$ cat src/rtl/micro_sequencer_pkg.sv
// Shared encodings for the microprogram sequencer: next-address control codes,
// controller states and the two reserved micro-addresses.
package micro_seq_pkg;

    typedef enum logic [2:0] {
        SEQ_INC   = 3'b000,
        SEQ_MAP   = 3'b001,
        SEQ_JMP   = 3'b010,
        SEQ_JZ    = 3'b011,
        SEQ_JNZ   = 3'b100,
        SEQ_FETCH = 3'b101,
        SEQ_WAIT  = 3'b110,
        SEQ_HALT  = 3'b111
    } seq_t;

    typedef enum logic [2:0] {
        ST_IDLE,
        ST_RUN,
        ST_WAITM,
        ST_HALT,
        ST_ERR
    } state_t;

    localparam int UADDR_FETCH    = 0;
    localparam int UADDR_UNMAPPED = 31;

endpackage

$ cat src/rtl/micro_sequencer_if.sv
// Control-unit side of the sequencer: MAP ROM / control-store fields in,
// control-store address and status out.
interface micro_sequencer_if #(
    parameter int UADDR_W = 5,
    parameter int CNT_W   = 16
);
    logic               start;
    logic [UADDR_W-1:0] map_addr;
    logic [2:0]         mi_seq;
    logic [UADDR_W-1:0] mi_next;
    logic               z_flag;
    logic               mem_ready;

    logic [UADDR_W-1:0] upc;
    logic               busy;
    logic               stall;
    logic               done;
    logic               illegal;
    logic [CNT_W-1:0]   instr_cnt;

    modport master (
        output start, map_addr, mi_seq, mi_next, z_flag, mem_ready,
        input  upc, busy, stall, done, illegal, instr_cnt
    );

    modport slave (
        input  start, map_addr, mi_seq, mi_next, z_flag, mem_ready,
        output upc, busy, stall, done, illegal, instr_cnt
    );

endinterface

$ cat src/rtl/micro_next_addr.sv
// Candidate next micro-address for a RUN cycle, chosen by the current
// microinstruction's next-address control field.
module micro_next_addr
    import micro_seq_pkg::*;
#(
    parameter int UADDR_W = 5
) (
    input  logic [2:0]         mi_seq,
    input  logic [UADDR_W-1:0] upc,
    input  logic [UADDR_W-1:0] map_addr,
    input  logic [UADDR_W-1:0] mi_next,
    input  logic               z_flag,
    input  logic               mem_ready,
    output logic [UADDR_W-1:0] next_upc
);

    logic [UADDR_W-1:0] upc_inc;

    // Natural width truncation gives the 31 -> 0 wrap.
    assign upc_inc = upc + UADDR_W'(1);

    always_comb begin
        // NOTE: default assigned first so no path leaves next_upc unassigned (no latch).
        next_upc = upc_inc;
        case (seq_t'(mi_seq))
            SEQ_INC:   next_upc = upc_inc;
            SEQ_MAP:   next_upc = map_addr;
            SEQ_JMP:   next_upc = mi_next;
            SEQ_JZ:    next_upc = z_flag ? mi_next : upc_inc;
            SEQ_JNZ:   next_upc = z_flag ? upc_inc : mi_next;
            SEQ_FETCH: next_upc = UADDR_W'(UADDR_FETCH);
            SEQ_WAIT:  next_upc = mem_ready ? upc_inc : upc;
            SEQ_HALT:  next_upc = upc;
            default:   next_upc = upc_inc;
        endcase
    end

endmodule

$ cat src/rtl/micro_sequencer.sv
// Microprogram sequencer: owns the uPC, the run/wait/halt/error controller,
// the illegal-opcode flag and the saturating dispatch counter.
module micro_sequencer
    import micro_seq_pkg::*;
#(
    parameter int UADDR_W = 5,
    parameter int CNT_W   = 16
) (
    input  logic              clk,
    input  logic              rst,
    micro_sequencer_if.slave  bus
);

    localparam logic [UADDR_W-1:0] UPC_FETCH    = UADDR_W'(UADDR_FETCH);
    localparam logic [UADDR_W-1:0] UPC_UNMAPPED = UADDR_W'(UADDR_UNMAPPED);

    state_t             state, state_nx;
    logic [UADDR_W-1:0] upc_q, upc_nx, cand_upc;
    logic [CNT_W-1:0]   cnt_q, cnt_nx;
    logic               done_q, done_nx;
    logic               unmapped;

    micro_next_addr #(.UADDR_W(UADDR_W)) u_next_addr (
        .mi_seq    (bus.mi_seq),
        .upc       (upc_q),
        .map_addr  (bus.map_addr),
        .mi_next   (bus.mi_next),
        .z_flag    (bus.z_flag),
        .mem_ready (bus.mem_ready),
        .next_upc  (cand_upc)
    );

    assign unmapped = (bus.map_addr == UPC_UNMAPPED);

    always_comb begin
        state_nx = state;
        upc_nx   = upc_q;
        cnt_nx   = cnt_q;
        done_nx  = 1'b0;
        case (state)
            ST_IDLE, ST_HALT: begin
                if (bus.start) begin
                    state_nx = ST_RUN;
                    upc_nx   = UPC_FETCH;
                    cnt_nx   = '0;
                end
            end
            ST_RUN: begin
                upc_nx = cand_upc;
                case (seq_t'(bus.mi_seq))
                    SEQ_MAP: begin
                        if (unmapped) begin
                            state_nx = ST_ERR;
                            upc_nx   = UPC_UNMAPPED;
                        end else if (cnt_q != '1) begin
                            cnt_nx = cnt_q + CNT_W'(1);
                        end
                    end
                    SEQ_WAIT: if (!bus.mem_ready) state_nx = ST_WAITM;
                    SEQ_HALT: begin
                        state_nx = ST_HALT;
                        done_nx  = 1'b1;
                    end
                    default: ;
                endcase
            end
            // The stalled WAIT microinstruction completes here; the field is not re-decoded.
            ST_WAITM: begin
                if (bus.mem_ready) begin
                    state_nx = ST_RUN;
                    upc_nx   = upc_q + UADDR_W'(1);
                end
            end
            ST_ERR:   upc_nx = UPC_UNMAPPED;
            default:  state_nx = ST_IDLE;
        endcase
    end

    // NOTE: registered state uses non-blocking assignments only, so every flop samples pre-edge values.
    always_ff @(posedge clk) begin
        if (rst) begin
            state  <= ST_IDLE;
            upc_q  <= '0;
            cnt_q  <= '0;
            done_q <= 1'b0;
        end else begin
            state  <= state_nx;
            upc_q  <= upc_nx;
            cnt_q  <= cnt_nx;
            done_q <= done_nx;
        end
    end

    assign bus.upc       = upc_q;
    assign bus.busy      = (state == ST_RUN) || (state == ST_WAITM);
    assign bus.stall     = (state == ST_WAITM);
    assign bus.done      = done_q;
    assign bus.illegal   = (state == ST_ERR);
    assign bus.instr_cnt = cnt_q;

endmodule

$ cat src/flat_wrapper.sv
// flat-port wrapper written by rule: the top's interface ports become plain ports
module micro_sequencer_flat import micro_seq_pkg::*;
#(
    parameter int UADDR_W = 5,
    parameter int CNT_W   = 16
)
  (clk, rst, bus_start, bus_map_addr, bus_mi_seq, bus_mi_next, bus_z_flag, bus_mem_ready, bus_upc, bus_busy, bus_stall, bus_done, bus_illegal, bus_instr_cnt);
  micro_sequencer_if #(.UADDR_W(UADDR_W), .CNT_W(CNT_W)) bus_i ();
  input  logic clk;
  input  logic rst;
  input wire logic [$bits(bus_i.start)-1:0] bus_start;
  input wire logic [$bits(bus_i.map_addr)-1:0] bus_map_addr;
  input wire logic [$bits(bus_i.mi_seq)-1:0] bus_mi_seq;
  input wire logic [$bits(bus_i.mi_next)-1:0] bus_mi_next;
  input wire logic [$bits(bus_i.z_flag)-1:0] bus_z_flag;
  input wire logic [$bits(bus_i.mem_ready)-1:0] bus_mem_ready;
  output wire logic [$bits(bus_i.upc)-1:0] bus_upc;
  output wire logic [$bits(bus_i.busy)-1:0] bus_busy;
  output wire logic [$bits(bus_i.stall)-1:0] bus_stall;
  output wire logic [$bits(bus_i.done)-1:0] bus_done;
  output wire logic [$bits(bus_i.illegal)-1:0] bus_illegal;
  output wire logic [$bits(bus_i.instr_cnt)-1:0] bus_instr_cnt;
  assign bus_i.start = bus_start;
  assign bus_i.map_addr = bus_map_addr;
  assign bus_i.mi_seq = bus_mi_seq;
  assign bus_i.mi_next = bus_mi_next;
  assign bus_i.z_flag = bus_z_flag;
  assign bus_i.mem_ready = bus_mem_ready;
  assign bus_upc = bus_i.upc;
  assign bus_busy = bus_i.busy;
  assign bus_stall = bus_i.stall;
  assign bus_done = bus_i.done;
  assign bus_illegal = bus_i.illegal;
  assign bus_instr_cnt = bus_i.instr_cnt;
  micro_sequencer #(.UADDR_W(UADDR_W), .CNT_W(CNT_W)) u_core (.clk(clk), .rst(rst), .bus(bus_i));
endmodule
$ cat config.mk
export PLATFORM = sky130hd
export DESIGN_NAME = micro_sequencer_flat
export DESIGN_NICKNAME = d
export VERILOG_FILES = /design/src/rtl/micro_sequencer_pkg.sv /design/src/rtl/micro_sequencer_if.sv /design/src/rtl/micro_next_addr.sv /design/src/rtl/micro_sequencer.sv /design/src/flat_wrapper.sv
export SDC_FILE = /design/constraint.sdc
export NUM_CORES = 1
export LEC_CHECK = 0
export BUFFER_PORTS_ARGS = -buffer_cell sky130_fd_sc_hd__buf_2
export CAP_MARGIN = 25
export CORE_ASPECT_RATIO = 1.4
export CORE_MARGIN = 2
export CORE_UTILIZATION = 53
export CTS_BUF_LIST = sky130_fd_sc_hd__clkbuf_16
export DETAILED_ROUTE_END_ITERATION = 16
export PLACE_DENSITY = 0.76
export REMOVE_ABC_BUFFERS = 1
export SKIP_CTS_REPAIR_TIMING = 1
export SYNTH_ARGS = -nofsm -noshare
export SYNTH_HDL_FRONTEND = slang
export SYNTH_HIERARCHICAL = 1
export SYNTH_SLANG_ARGS = --single-unit
$ cat constraint.sdc
create_clock -name clk -period 2.5 [get_ports clk]
set_input_delay 0.375 -clock clk [delete_from_list [all_inputs] [get_ports clk]]
set_output_delay 0.375 -clock clk [all_outputs]
set_load 0.03 [all_outputs]
==> out/metrics.yaml, run 1 <==
status: "completed"
num_vias: 1853
grt_pass1_vias: 1681
crit_family: "simple AND/OR/NAND/NOR gates"
power.density_nw_per_um2: 629
io_buffers: 42
drt_iter0_drc: 51
maxCapViolations: 0
yosys_warnings: 6
grt_first_pass_wirelength_um: 7180
p_leak_nw: 0.885
n_antenna_cell: 0
core_um2: 3150
setup_viol: 0
cp.arrival_ps: 2510
cts_tree: "done"
die_w_um: 53.0
synth_top_area_frac: 0.281
max_stage_delay_ps: 690
io_pins: 43
ys.flop_type: "dfxtp_1"
avgRoutedWirePerCell_um: 14.7
fin_crit_sh: 0.932
ant_nets: 0
cts_root_buf: "clkbuf_16"
die_area_um2: 3850
place_area_um2: 2020
clockBufferDepth: 2
grt_overflow_total: 0
num_rows: 24
synth-seq-cells: 25
period_minus_slack_ps: 2330
place_congestion: 0.856
grt_max_degree: 16
critPathSlowestCell: "or4_1"
finalSetupTns_ps: 0
worstPathCellList: "ha_1 > nand3_1 > or4_1 > a21boi_2 > o21ai_0 > o31ai_1"
tightest_slew_ps: 500
synth.cell_area_um2: 1780
path_max_fanout: 11
grt_usage: 0.245
nets: 286
instances_no_fill: 303
drt_wl_total_um: 4450
hold_viol_final: 0
seq_area_frac_synth: 0.281
crit_buf_inv: 0
synthTopCellsByCount: "dfxtp_1 (25), nor2_1 (21), nand3_1 (15)"
fin_area_um2: 2100
clkSinkCount: 25
rsz0062_at_grt: "no"
antenna_found_initial: 0
maxSlewViolCount: 0
drtPass1Iterations: 4
die_h_um: 72.6
clk_latency_ps: 260
path_class: "reg2reg"
post_route_cells_drive_above_1_share: 0.250
numCtsBuffers: 3
max_freq_mhz: 429
avgSynthCellArea_um2: 8.03
crit_path_start_kind: "register"
cp-end-kind: "register"
place_inst: 299
h-tree-depth: 1
irDropWorstVdd_v: 0.000369
min_path_type: "in2reg"
yosys.area.top_type: "dfxtp_1"
synth_area_leaders: "dfxtp_1 (28%), nor2_1 (4.4%), nand3_1 (4.2%)"
slew_headroom: 0.665
post-route-drc-count: 0
area_delta_synth_final_pct: 17.8
path_clk_slew_ps: 60
synthCells: 222
skew_ps: 3.15
place_hpwl_um: 3330
initial_utilization: 0.565
worstPathRequired_ps: 2680
yosysMostFrequentCell: "dfxtp_1"
synth.distinct_cells: 52
routed_via_density: 6.12
postSynth.asyncResetShare: 0
synth_edf_count: 0
## worst reg2reg max path, delay by kind of cell (launching register included)
kind                       cells  cell delay [ps]
DFF                            1              420
and+or+nand+nor                2              850
adders and majority gates      1              240
AOI/OAI and AO/OA              3              750
## layer usage
| metal | wire (µm) | share of wire | global-route usage | up-vias |
|---|---|---|---|---|
| met5 | 0 | 0 | 0 | - |
| met3 | 166 | 0.037 | 0.0287 | 9 |
| li1 | - | - | - | 939 |
| met2 | 2360 | 0.53 | 0.446 | 43 |
| met1 | 1840 | 0.41 | 0.272 | 862 |
| met4 | 93 | 0.021 | 0.120 | 0 |
## state kept, by name, indices dropped and copies added, names as in the netlist
| register | count |
|---|---|
| u_core/bus.done | 1 |
| u_core/bus.instr_cnt | 16 |
| u_core/bus.upc | 5 |
| u_core/state | 3 |
## layout by cell type (no fill, tap or decap), types with 3 or more instances in the layout
cell type,n
nand3_1,15
xor2_1,5
nand2b_1,4
o211ai_1,6
nor2_1,21
o21ai_1,13
buf_4,4
a22o_1,5
nand4_1,5
o21ai_0,12
nor3_1,5
and2_1,4
xnor2_1,3
ha_1,3
a21oi_1,14
nand2_1,14
and3_1,3
buf_2,42
o31ai_1,3
clkbuf_16,3
dfxtp_1,25
inv_1,9
o31ai_2,5
a222oi_1,5
## worst paths after layout
check / from / to / slack [ps] / depth (start not counted)
hold / removal: rst / u_core/bus.instr_cnt[1] / 360 / 2
setup / recovery: u_core/bus.instr_cnt[0] / u_core/bus.instr_cnt[12] / 170 / 6
setup reg to reg: u_core/bus.instr_cnt[0] / u_core/bus.instr_cnt[12] / 170 / 6
hold reg to reg: u_core/bus.instr_cnt[15] / u_core/bus.instr_cnt[15] / 510 / 1
## metrics by stage
step	hold WS (ps)	utilization	power [mW]	setup slack (ps)
detailed placement	497	0.640	0.968	226
CTS	361	0.666	1.32	202
floorplan	444	-	0.813	243
global route	374	0.666	1.40	11.9
finish	363	0.666	1.32	171
global placement	491	0.640	0.968	269
## layout make-up
cell class	instances	area [µm²]
repair buffers	46	240
inverters	9	33.8
clock inverters	1	5.00
multi-input cells	180	1200
fillers	305	1050
well taps	39	48.8
clock buffers	3	75.1
flip-flops and latches	25	500
## kinds of logic after synthesis
logic type / Yosys count / share of synthesized area
flops: 25 / 0.281
buf+inv: 17 / 0.0484
simple gates: 88 / 0.272
xor+xnor: 8 / 0.0393
mux: 2 / 0.0112
compound gates: 79 / 0.328
fa+ha+maj: 3 / 0.0211
## report_power, final
group	internal, mW	total (mW)	switching (mW)
Sequential	0.422	0.467	0.0447
Clock	0.215	0.354	0.138
Combinational	0.203	0.500	0.297
Total	0.841	1.32	0.480
Power figures use the tool's default switching activity.
==> run 2: changes to the inputs <==
--- a/config.mk
+++ b/config.mk
@@ -13,6 +13,7 @@
 export CTS_BUF_LIST = sky130_fd_sc_hd__clkbuf_16
 export DETAILED_ROUTE_END_ITERATION = 16
 export PLACE_DENSITY = 0.76
+export RECOVER_POWER = 25
 export REMOVE_ABC_BUFFERS = 1
 export SKIP_CTS_REPAIR_TIMING = 1
 export SYNTH_ARGS = -nofsm -noshare
==> run 2 against run 1 <==
Compared with the run above: combinational power hardly changed; final cell count stayed put; sequential power hardly changed; non-clock buffer count stayed put; utilization is 0.48 points lower; wire length is 0.45% higher; largest cell class unchanged; highest routed layer unchanged.
==> out/metrics.yaml, run 2 (synthesized netlist as in run 1, its figures left out) <==
avgRoutedWirePerCell_um: 14.8  # was 14.7 µm
crit_path_start_kind: "register"  # unchanged
clkSinkCount: 25  # unchanged
h-tree-depth: 1  # unchanged
grt_max_degree: 16  # unchanged
layout_common_cells: "buf_2 (30), dfxtp_1 (25), nor2_1 (21)"  # was buf_2 (42), dfxtp_1 (25), nor2_1 (21)
finalSetupTns_ps: 0  # unchanged
grt_overflow_total: 0  # unchanged
power.density_nw_per_um2: 633  # was 629 nW/µm²
nets: 286  # unchanged
irDropWorstVdd_v: 0.000367  # was 0.000369 V
reg2reg_from: "u_core/bus.instr_cnt[0]"  # unchanged
rsz0062_at_grt: "no"  # unchanged
setup_viol: 0  # unchanged
holdPathStages: 2  # unchanged
maxCapViolations: 0  # unchanged
cts_tree: "done"  # unchanged
cp-end-kind: "register"  # unchanged
n_antenna_cell: 0  # unchanged
numCtsBuffers: 3  # unchanged
routed_via_density: 6.08  # was 6.12
final_common_cell: "buf_2"  # unchanged
grt_pass1_vias: 1681  # unchanged
num_vias: 1843  # was 1853
place_hpwl_um: 3330  # unchanged
skew_ps: 2.40  # was 3.15 ps
holdPathEnd: "u_core/bus.instr_cnt[1]"  # unchanged
initial_utilization: 0.565  # unchanged
max_freq_mhz: 427  # was 429 MHz
ff_latch_area_um2: 500  # unchanged
cp.arrival_ps: 2520  # was 2510 ps
final.fill_count: 306  # was 305
grt_usage: 0.245  # unchanged
worstRegToRegCells: 6  # unchanged
path_clk_slew_ps: 60  # about the same
path_class: "reg2reg"  # unchanged
slew_headroom: 0.660  # was 0.665
drt_iter0_drc: 58  # was 51
post-route-drc-count: 0  # unchanged
status: "completed"  # unchanged
fin_hold_ws_ps: 362  # was 363 ps
die_area_um2: 3850  # unchanged
clk_latency_ps: 260  # about the same
area_delta_synth_final_pct: 16.9  # was 17.8%
max_stage_delay_ps: 690  # about the same
min_path_type: "in2reg"  # unchanged
critPathSlowestCell: "or4_1"  # unchanged
r2r_setup_slack_ps: 160  # was 170 ps
fin_crit_sh: 0.937  # was 0.932
io_buffers: 42  # unchanged
path_max_fanout: 11  # unchanged
drtPass1Iterations: 4  # unchanged
worstPathRequired_ps: 2680  # about the same
core_um2: 3150  # unchanged
period_minus_slack_ps: 2340  # was 2330 ps
num_rows: 24  # unchanged
largest_reg_flops: 16  # unchanged
hold_start: "rst"  # unchanged
cts_root_buf: "clkbuf_16"  # unchanged
worstPathCellList: "ha_1 > nand3_1 > or4_1 > a21boi_2 > o21ai_0 > o31ai_1"  # unchanged
drt_wl_total_um: 4470  # was 4450 µm
grt_first_pass_wirelength_um: 7180  # unchanged
clockBufferDepth: 2  # unchanged
place_congestion: 0.856  # unchanged
io_pins: 43  # unchanged
post_route_cells_drive_above_1_share: 0.205  # was 0.250
p_leak_nw: 0.832  # was 0.885 nW
antenna_found_initial: 0  # unchanged
multi_input_area_um2: 1200  # unchanged
maxSlewViolCount: 0  # unchanged
timing.rr.end: "u_core/bus.instr_cnt[12]"  # unchanged
die_h_um: 72.6  # unchanged
die_w_um: 53.0  # unchanged
ant_nets: 0  # unchanged
hold_viol_final: 0  # unchanged
tightest_slew_ps: 508  # was 500 ps
run 2: report_power, final:
part	leakage (nW)	internal, mW	switching, mW	total, mW
Combinational	0.590	0.202	0.297	0.499
Sequential	0.202	0.422	0.0444	0.467
Clock	0.0409	0.216	0.139	0.355
Total	0.832	0.840	0.480	1.32
run 2: worst max-delay path by stage:
stage                                  from                        to  slack [ps]  cells after the start
CTS                 u_core/bus.instr_cnt[0]   u_core/bus.instr_cnt[4]         200                      6
global placement    u_core/bus.instr_cnt[0]   u_core/bus.instr_cnt[4]         270                      6
global route        u_core/bus.instr_cnt[0]   u_core/bus.instr_cnt[3]           9                      6
floorplan           u_core/bus.instr_cnt[0]   u_core/bus.instr_cnt[3]         240                      6
detailed placement  u_core/bus.instr_cnt[0]   u_core/bus.instr_cnt[4]         230                      6
finish              u_core/bus.instr_cnt[0]  u_core/bus.instr_cnt[12]         160                      6
run 2: final cells by class:
cell class,count,share of cell area
clock buffer,3,0.0360
clock inverter,1,0.00240
inverter,9,0.0162
multi-input combinational,180,0.574
sequential,25,0.240
tap,39,0.0234
timing repair buffer,46,0.108
run 2: metal layers:
layer	track usage	up-vias	part of all wire
met5	0	-	0
met4	0.120	0	0.021
met3	0.0287	9	0.033
met2	0.446	37	0.54
met1	0.272	861	0.41
li1	-	936	-
run 2: stage by stage:
stage | setup WS (ps) | power (mW) | instance area (µm²) | utilization | cells
floorplan | 243 | 0.813 | 1730 | - | 214
global placement | 269 | 0.968 | 2020 | 0.640 | 299
detailed placement | 226 | 0.968 | 2020 | 0.640 | 299
CTS | 202 | 1.32 | 2100 | 0.666 | 303
global route | 9.07 | 1.40 | 2080 | 0.661 | 303
finish | 157 | 1.32 | 2080 | 0.661 | 303
run 2: worst max-delay path: cells and delay by family, from the launching register on:
family	cells	cell delay, ps
compound gates	3	740
simple gates	2	860
flops	1	410
fa+ha+maj	1	240
